## src/rtl/lc3b_types.sv

```systemverilog
// Shared LC-3b type package: machine word, instruction-fetch FSM states and
// fetch-address helpers used by the instruction-fetch unit.
package lc3b_types;

  // 16-bit LC-3b machine word (data and byte address)
  typedef logic [15:0] lc3b_word;

  // Instruction-fetch FSM states
  typedef enum logic [1:0] {
    FETCH = 2'd0,  // request outstanding, result will be kept
    DROP  = 2'd1,  // request outstanding, result will be discarded
    HOLD  = 2'd2   // fetched word presented to decode
  } if_state_t;

  // Size of one instruction in bytes
  localparam int unsigned LC3B_INSTR_BYTES = 2;

  // Sequential next instruction address, 16-bit modulo (0xFFFE wraps to 0x0000)
  function automatic lc3b_word pc_next(input lc3b_word addr);
    return addr + lc3b_word'(LC3B_INSTR_BYTES);
  endfunction

  // Force an address onto an instruction (even byte) boundary
  function automatic lc3b_word align_word(input lc3b_word addr);
    return {addr[15:1], 1'b0};
  endfunction

endpackage

```

## src/rtl/if_fetch_unit_sat_counter.sv

```systemverilog
// 16-bit (by default) saturating enable counter. Counts enabled cycles, sticks
// at all-ones, and is cleared only by the asynchronous active-low reset.
module if_sat_counter #(
  parameter int unsigned W = 16
) (
  input  logic         clk,
  input  logic         reset_n,
  input  logic         en,
  output logic [W-1:0] count
);

  logic [W-1:0] count_r;

  // Saturating count of enabled cycles
  always_ff @(posedge clk or negedge reset_n) begin
    if (!reset_n) begin
      count_r <= {W{1'b0}};
    end else if (en && (count_r != {W{1'b1}})) begin
      count_r <= count_r + W'(1);
    end else begin
      count_r <= count_r;
    end
  end

  assign count = count_r;

endmodule

```

## src/rtl/if_fetch_unit.sv

```systemverilog
// Instruction-fetch unit for the pipelined LC-3b.
// Owns the PC, issues single-word reads to the I-side memory, holds the
// fetched word until decode accepts it, and flushes on execute redirects.
// An outstanding memory read is never abandoned by a redirect: it is allowed
// to complete (DROP state) and its data is discarded.
// Optional build macro: IF_PERF_CNT_EN adds the stall_cycles port, a
// saturating count of cycles with out_valid=1 and out_ready=0.
module if_fetch_unit
  import lc3b_types::*;
#(
  parameter lc3b_word RESET_PC = 16'h0000
) (
  input  logic        clk,
  input  logic        reset_n,
  output logic        mem_read,
  output logic [15:0] mem_address,
  input  logic        mem_resp,
  input  logic [15:0] mem_rdata,
  output logic        out_valid,
  input  logic        out_ready,
  output logic [15:0] instr,
  output logic [15:0] instr_pc,
  input  logic        redirect,
  input  logic [15:0] redirect_pc
`ifdef IF_PERF_CNT_EN
  ,
  output logic [15:0] stall_cycles
`endif
);

  if_state_t state_r;
  if_state_t state_nxt_s;
  lc3b_word  pc_r;
  lc3b_word  pc_nxt_s;
  lc3b_word  req_addr_r;
  lc3b_word  req_addr_nxt_s;
  lc3b_word  instr_r;
  lc3b_word  instr_nxt_s;
  lc3b_word  instr_pc_r;
  lc3b_word  instr_pc_nxt_s;
  lc3b_word  redir_pc_s;
  lc3b_word  drop_base_s;
  logic      mem_read_s;
  logic      out_valid_s;

  // Redirect target aligned to an instruction boundary
  assign redir_pc_s  = align_word(redirect_pc);
  // Address to restart from when a dropped read completes (latest redirect wins)
  assign drop_base_s = redirect ? redir_pc_s : pc_r;

  // FSM state register
  always_ff @(posedge clk or negedge reset_n) begin
    if (!reset_n) begin
      state_r <= FETCH;
    end else begin
      state_r <= state_nxt_s;
    end
  end

  // FSM next-state logic; redirect takes priority over decode acceptance
  always_comb begin
    state_nxt_s = state_r;
    case (state_r)
      FETCH: begin
        if (redirect && mem_resp) begin
          state_nxt_s = FETCH;
        end else if (redirect) begin
          state_nxt_s = DROP;
        end else if (mem_resp) begin
          state_nxt_s = HOLD;
        end else begin
          state_nxt_s = FETCH;
        end
      end
      DROP: begin
        if (mem_resp) begin
          state_nxt_s = FETCH;
        end else begin
          state_nxt_s = DROP;
        end
      end
      HOLD: begin
        if (redirect || out_ready) begin
          state_nxt_s = FETCH;
        end else begin
          state_nxt_s = HOLD;
        end
      end
      default: state_nxt_s = FETCH;
    endcase
  end

  // FSM outputs decoded from the registered state
  always_comb begin
    mem_read_s  = 1'b0;
    out_valid_s = 1'b0;
    case (state_r)
      FETCH:   mem_read_s  = 1'b1;
      DROP:    mem_read_s  = 1'b1;
      HOLD:    out_valid_s = 1'b1;
      default: begin
        mem_read_s  = 1'b0;
        out_valid_s = 1'b0;
      end
    endcase
  end

  // Next values of PC, request address and held instruction
  always_comb begin
    pc_nxt_s       = pc_r;
    req_addr_nxt_s = req_addr_r;
    instr_nxt_s    = instr_r;
    instr_pc_nxt_s = instr_pc_r;
    case (state_r)
      FETCH: begin
        if (redirect && mem_resp) begin
          req_addr_nxt_s = redir_pc_s;
          pc_nxt_s       = pc_next(redir_pc_s);
        end else if (redirect) begin
          pc_nxt_s       = redir_pc_s;
        end else if (mem_resp) begin
          instr_nxt_s    = mem_rdata;
          instr_pc_nxt_s = req_addr_r;
        end else begin
          pc_nxt_s       = pc_r;
        end
      end
      DROP: begin
        if (mem_resp) begin
          req_addr_nxt_s = drop_base_s;
          pc_nxt_s       = pc_next(drop_base_s);
        end else if (redirect) begin
          pc_nxt_s       = redir_pc_s;
        end else begin
          pc_nxt_s       = pc_r;
        end
      end
      HOLD: begin
        if (redirect) begin
          req_addr_nxt_s = redir_pc_s;
          pc_nxt_s       = pc_next(redir_pc_s);
        end else if (out_ready) begin
          req_addr_nxt_s = pc_r;
          pc_nxt_s       = pc_next(pc_r);
        end else begin
          pc_nxt_s       = pc_r;
        end
      end
      default: begin
        pc_nxt_s       = pc_r;
        req_addr_nxt_s = req_addr_r;
      end
    endcase
  end

  // Datapath registers
  always_ff @(posedge clk or negedge reset_n) begin
    if (!reset_n) begin
      pc_r       <= pc_next(RESET_PC);
      req_addr_r <= RESET_PC;
      instr_r    <= 16'h0000;
      instr_pc_r <= 16'h0000;
    end else begin
      pc_r       <= pc_nxt_s;
      req_addr_r <= req_addr_nxt_s;
      instr_r    <= instr_nxt_s;
      instr_pc_r <= instr_pc_nxt_s;
    end
  end

  assign mem_read    = mem_read_s;
  assign mem_address = req_addr_r;
  assign out_valid   = out_valid_s;
  assign instr       = instr_r;
  assign instr_pc    = instr_pc_r;

`ifdef IF_PERF_CNT_EN
  if_sat_counter #(
    .W (16)
  ) u_stall_cnt (
    .clk     (clk),
    .reset_n (reset_n),
    .en      (out_valid_s && !out_ready),
    .count   (stall_cycles)
  );
`endif

endmodule

```

## config.mk

```make
export PLATFORM = sky130hd
export DESIGN_NAME = if_fetch_unit
export DESIGN_NICKNAME = d
export VERILOG_FILES = /design/src/rtl/lc3b_types.sv /design/src/rtl/if_fetch_unit_sat_counter.sv /design/src/rtl/if_fetch_unit.sv
export SDC_FILE = /design/constraint.sdc
export NUM_CORES = 1
export LEC_CHECK = 0
export ABC_AREA = 1
export BUFFER_PORTS_ARGS = -buffer_cell sky130_fd_sc_hd__buf_2
export CAP_MARGIN = 0
export CELL_PAD_IN_SITES_DETAIL_PLACEMENT = 0
export CELL_PAD_IN_SITES_GLOBAL_PLACEMENT = 2
export CORE_UTILIZATION = 31
export DETAILED_ROUTE_END_ITERATION = 8
export HOLD_SLACK_MARGIN = 0.03
export PLACE_DENSITY = 0.89
export SLEW_MARGIN = 30
export SYNTH_ARGS = -nofsm -noshare
export SYNTH_HDL_FRONTEND = slang
export SYNTH_SLANG_ARGS = --single-unit
```

## constraint.sdc

```tcl
create_clock -name clk -period 2.3 [get_ports clk]
set_clock_uncertainty 0.1 [all_clocks]
set_input_delay 0.23 -clock clk [delete_from_list [all_inputs] [get_ports clk]]
set_output_delay 0.23 -clock clk [all_outputs]
set_load 0.05 [all_outputs]
```

## Yosys cells after proc, flatten, opt, wreduce, memory -nomap -nowiden

Index checks and enable logic that the tools add are counted.

| storage, ports and cells | value |
|---|---|
| register bits | 66 |
| output and inout port bits | 50 |

| operators by class | value |
|---|---|
| $add $sub $neg | 3 |
| eq/ne operators | 5 |
| muxes and demuxes | 19 |
| bitwise gates (word level) | 2 |
| reduce and logical (&&, ||, !) cells | 8 |

Operators by type and width:

| operator | count |
|---|---|
| $mux W16 | 9 |
| $pmux W16 S3 | 2 |
| $add A16 B2 Y16 const B | 3 |
| $mux W2 | 4 |
| $reduce_and A4 Y1 | 2 |
| $pmux W2 S3 | 1 |
| $ne A2 B2 Y1 const B | 2 |
| $mux W1 | 3 |
| $ne A3 B3 Y1 const B | 1 |
| $reduce_bool A3 Y1 | 1 |
| $eq A2 B1 Y1 const B | 1 |
| $eq A2 B2 Y1 const B | 1 |
| $logic_not A2 Y1 | 1 |
| $not A1 Y1 | 2 |
| $reduce_and A2 Y1 | 1 |
| $reduce_or A2 Y1 | 1 |
| $logic_and A1 B1 Y1 | 1 |
| $logic_or A1 B1 Y1 | 1 |

## Logic depth before layout (Yosys ltp)

| depth | value |
|---|---|
| depth in word-level cells | 4 |
| depth in mapped cells | 17 |
| mapped depth without buffers | 16 |

## Worst setup path before layout

OpenSTA, ideal clock, no wires.

| timing | value |
|---|---|
| path type | flip-flop to flip-flop |
| start | register state_r[0] |
| end | register pc_r[3] |
| data arrival time | 1847 ps |
| data required time | 2134 ps |
| slack | 288 ps |
| stages on the path, launching flop included | 11 |
| buffers on the path | 0 |
| cells stage by stage | dfrtp_1 inv_1 ha_1 inv_1 nor2_4 inv_1 a21oi_1 o21ai_1 nand4_1 o211ai_1 nand2_1 |

| on the way | value |
|---|---|
| cells in the longest elaborated chain, start to end | 3 |
| elaborated cells on any way between the ends | 7 |
| those cells by class | 3 x eq/ne; 1 x mux; 3 x reduce/logical |

RTL lines:

| what | RTL line | text |
|---|---|---|
| start, declared | if_fetch_unit.sv:31 | `if_state_t state_r;` |
| start signal, assigned | if_fetch_unit.sv:56 | `state_r <= state_nxt_s;` |
| $eq A2 B2 Y1 (tied with other cells) | if_fetch_unit.sv:114 | `case (state_r)` |
| $ne A3 B3 Y1 (no source line) or $reduce_bool A3 Y1 (tied branches) | n/a |  |
| $reduce_and A2 Y1 (no source line) | n/a |  |
| end signal, assigned | if_fetch_unit.sv:159 | `pc_r <= pc_next(RESET_PC);` |
| end signal, assigned | if_fetch_unit.sv:164 | `pc_r <= pc_nxt_s;` |
| end, declared | if_fetch_unit.sv:33 | `lc3b_word pc_r;` |

Several ways; a longest one is shown, not always the timed one.
A chain may end at the register's enable or synchronous reset.

## Final worst setup path

| timing | value |
|---|---|
| start | register pc_r[1] |
| end | register pc_r[9] |

| on the way | value |
|---|---|
| cells in the longest elaborated chain, start to end | 4 |
| elaborated cells on any way between the ends | 7 |
| those cells by class | 2 x add/sub; 5 x mux |

RTL lines:

| what | RTL line |
|---|---|
| $add A16 B2 Y16 or $mux W16 (tied branches) | n/a |
| $mux W16 or $add A16 B2 Y16 (tied branches) | if_fetch_unit.sv:142, lc3b_types.sv:20 |
| $mux W16 (on tied branches) | if_fetch_unit.sv:139, if_fetch_unit.sv:129 |
| $pmux W16 S3 * | if_fetch_unit.sv:114 |

Mark *: on every way between the ends. The rest lies on a longest branch, timed or not. The select of a mux whose other input is x is not followed.

==> impl_results.md <==
* Netlist cell types at 42
* Final Util at 0.4051
* Avg WL per Cell at about 16 microns
* RSZ-0062 raised after global routing: no
* CP top delay family: simple AND/OR/NAND/NOR gates
* Initial drt markers at roughly 360
* Critical-path top delay cell: dfstp_2
* Fmax at 0.4765 GHz
* Clk slew on worst S/H paths at ~0.06 ns
* Die W at 123.3 microns
* Tmin final at 2.099 ns
* Critical Path Fanout Max at 4
* Number of global-route vias before repair at 4382
* CORE AREA at 14100 sq um
* I/O pin total at 87
* Critical path's most frequent cell: nand2_2
* Initial Util at 0.3234
* Leakage at around 2.7 nW
* Top FF cell, synth: dfrtp_1
* Final Setup Violations at 0
* GPL Wtd Cong at 0.8740
* Overall routing resource usage at 0.1990
* # Max-Cap Violations at 0
* Die area at between 15000 and 20000 sq um
* DRC viols at 0
* Status: completed
* Crit path cell chain: inv_2, nand2_2, nand2_2, inv_2, ha_2, nand2_2, inv_2, nand3_4, nor2_4, nand2_2, clkinv_1, nand2_1, nand3_2, nand4_1, nand2_1, nand2_1
* Mean Syn Cell Area at 7.247 sq um
* CP max stage delay at 0.55 ns
* Synthesized cell area at 4558 sq um
* Worst r2r src: pc_r[1]$_DFFE_PN1P_
* CTS root buf: clkbuf_16
* Rel. slew slack at 0.6559
* Crit path launch type: flip-flop
* Area grow syn2layout at 25.28%
* Initial antenna violation count at 0
* Hold Path Cell Cnt at 2
* Post-Syn Nets at 673
* Worst Hold Launch: mem_rdata[2]
* First-pass GRT wire length at 23180 microns
* Slew @ Worst Pin at 0.5127 ns
* ANT nets after route at 0
* CTS tree: done
* # H-tree levels at 3
* Final setup TNS at 0 ns
* Layout cell share with drive strength beyond 1 at 0.2544
* Site row count at 43
* Hold Vio Cnt, Final at 0
* Required time of the critical path at approximately 2.4 ns
* YS warnings at 0
* Synthesized flop and latch total at 66
* Port bufs at 85
* TritonCTS Sinks at 66
* Largest net degree at the start of global routing at 55
* Remaining global-route overflow at 0
* CTS Buffer Depth at 2
* Drt via density at 4.991
* HP Class: primary input to flip-flop
* R2R setup slack at 0.20 ns
* Clock Latency Late Sink at 0.33 ns
* Crit Path Class: flip-flop to flip-flop
* CP endpoint kind: flip-flop
* Post-synthesis sequential area ratio at 0.3626
* Fraction of registers with async set/reset at 1.000
* HPWL Detailed at 10970 microns
* Arr. time, crit path at ~2.2 ns
* Reg2reg path depth at 16
* Post-synth EDFFs at 0
* PwrDens at 1085 nW/um^2
* Antenna Cells at 0
* Max-slew violation count at 0
* Buffers and inverters on the worst path at 4
* CTS buffer count at 9
* DRT Wirelength at 14690 microns
* Cell count after synthesis at 629
* Filler cells at roughly 1400
* R2R Path End: pc_r[9]$_DFFE_PN0P_
* Detailed Routing Iterations Pass 1 at 5
* Via count at 4567
* Die Ht at between 100 and 150 microns
* Tcrit/Tclk final at 0.9125
* Worst Hold Path EP: instr[2]$_DFFE_PN0P_
* Layout net count at 774
* Max rail drop VDD at 440.1 uV
==> power breakdown <==
group,internal [W],switching (W),total [W]
logic,0.000763,0.00211,0.00287
registers,0.00155,0.000267,0.00181
clock network,0.000980,0.000533,0.00151
total,0.00329,0.00291,0.00620
==> kinds of logic after synthesis <==
| family | share of synthesized area |
|---|---|
| multiplexers | 0.04694 |
| AO/OA/AOI/OAI | 0.1606 |
| AND/OR/NAND/NOR | 0.3107 |
| flip-flops | 0.3626 |
| XOR/XNOR | 0.01345 |
| adder cells (fa/ha/maj) | 0.01921 |
| buffers and inverters | 0.08647 |
==> area by class of cell <==
type                    instances  area [sq um]  share of cell area
clock inverters                 6         90.09             0.01578
well taps                     180         225.2             0.03944
multi-input cells             473          2536              0.4441
clock buffers                  10         239.0             0.04185
inverters                      67         251.5             0.04404
flip-flops and latches         66          1653              0.2894
repair buffers                113         715.7              0.1253
==> registers in the layout (all words and copies together), names as in the netlist <==
signal       count
instr_pc        16
mem_address     16
instr           16
pc_r            16
state_r          2
==> through the flow <==
stage / setup WS, ns / power [W] / instances / cell area [sq um] / hold slack [ns]
floorplan: 0.2877 / 0.003891 / 629 / 4558 / -0.1656
global placement: 0.1873 / 0.004631 / 889 / 5269 / 0.07635
detailed placement: 0.1520 / 0.004668 / 889 / 5269 / 0.07955
CTS: 0.1310 / 0.006210 / 912 / 5668 / 0.03175
global route: 0.007672 / 0.006569 / 915 / 5710 / 0.03506
finish: 0.2012 / 0.006195 / 915 / 5710 / 0.03551
==> synth_stat cells (2+ instances only) <==
library cell,n,area (sq um)
clkbuf_1,8,30.03
clkinv_1,2,7.510
nor3_1,4,20.02
nor2_4,4,45.04
a21oi_2,2,17.52
mux2_2,19,214.0
nand2_2,10,62.56
nand4_1,13,81.33
inv_2,3,11.26
o21ai_2,6,52.55
nand3b_1,3,22.52
inv_1,62,232.7
nor2_2,4,25.02
or2_2,2,12.51
nor2_1,38,142.6
nand3_1,55,275.3
buf_4,3,22.52
ha_1,7,87.58
nand3_2,2,20.02
o211ai_1,15,112.6
a21oi_1,33,165.2
nand2_1,180,675.7
buf_2,6,30.03
xor2_1,5,43.79
nand2_4,3,33.78
buf_6,5,56.30
o21ai_1,23,115.1
o21ai_0,30,150.1
a31oi_1,4,25.02
dfrtp_1,65,1627
xnor2_1,2,17.52
==> worst max-delay path by stage <==
stage	start	to	slack [ns]	depth (start not counted)
final	pc_r[1]$_DFFE_PN1P_	pc_r[9]$_DFFE_PN0P_	0.20	16
after global routing	pc_r[1]$_DFFE_PN1P_	pc_r[9]$_DFFE_PN0P_	0.008	16
after CTS	pc_r[1]$_DFFE_PN1P_	pc_r[9]$_DFFE_PN0P_	0.13	16
after detailed placement	pc_r[1]$_DFFE_PN1P_	pc_r[9]$_DFFE_PN0P_	0.15	16
after global placement	pc_r[1]$_DFFE_PN1P_	pc_r[15]$_DFFE_PN0P_	0.19	9
after floorplan	state_r[0]$_DFF_PN0_	pc_r[3]$_DFFE_PN0P_	0.29	10
==> what timing repair did <==
| item | in CTS | in global routing |
|---|---|---|
| setup endpoints to repair | 0 | 1 |
| resized for setup | 0 | 7 |
| hold endpoints to repair | 18 | 0 |
| hold buffers | 7 | 0 |
| buffers inserted | 0 | 3 |
==> layout by cell type (no fill, tap or decap), types with 4 or more instances in the layout <==
master / netlist / final
ha_1: 7 / 6
nor2_2: 4 / 5
nor3_1: 4 / 4
o211ai_1: 15 / 15
nand2_2: 10 / 11
nor2_4: 4 / 4
nand2_1: 180 / 179
buf_4: 3 / 16
o21ai_0: 30 / 30
o21ai_1: 23 / 23
clkbuf_16: 0 / 9
dlygate4sd3_1: 0 / 7
buf_12: 0 / 5
inv_1: 62 / 60
mux2_2: 19 / 19
a31oi_1: 4 / 4
o21ai_2: 6 / 6
inv_2: 3 / 5
xor2_1: 5 / 5
nand3_1: 55 / 53
nand4_1: 13 / 13
a21oi_1: 33 / 33
nor2_1: 38 / 37
dfrtp_1: 65 / 65
buf_2: 6 / 85
==> layer usage <==
layer	vias to the layer above	global-route usage	share of wire
li1	2290	-	-
met1	2056	0.2573	0.45
met2	200	0.3251	0.45
met3	21	0.03875	0.079
met4	0	0.07907	0.021
met5	-	0	0
No activity file was read; power rests on OpenSTA's default activity.
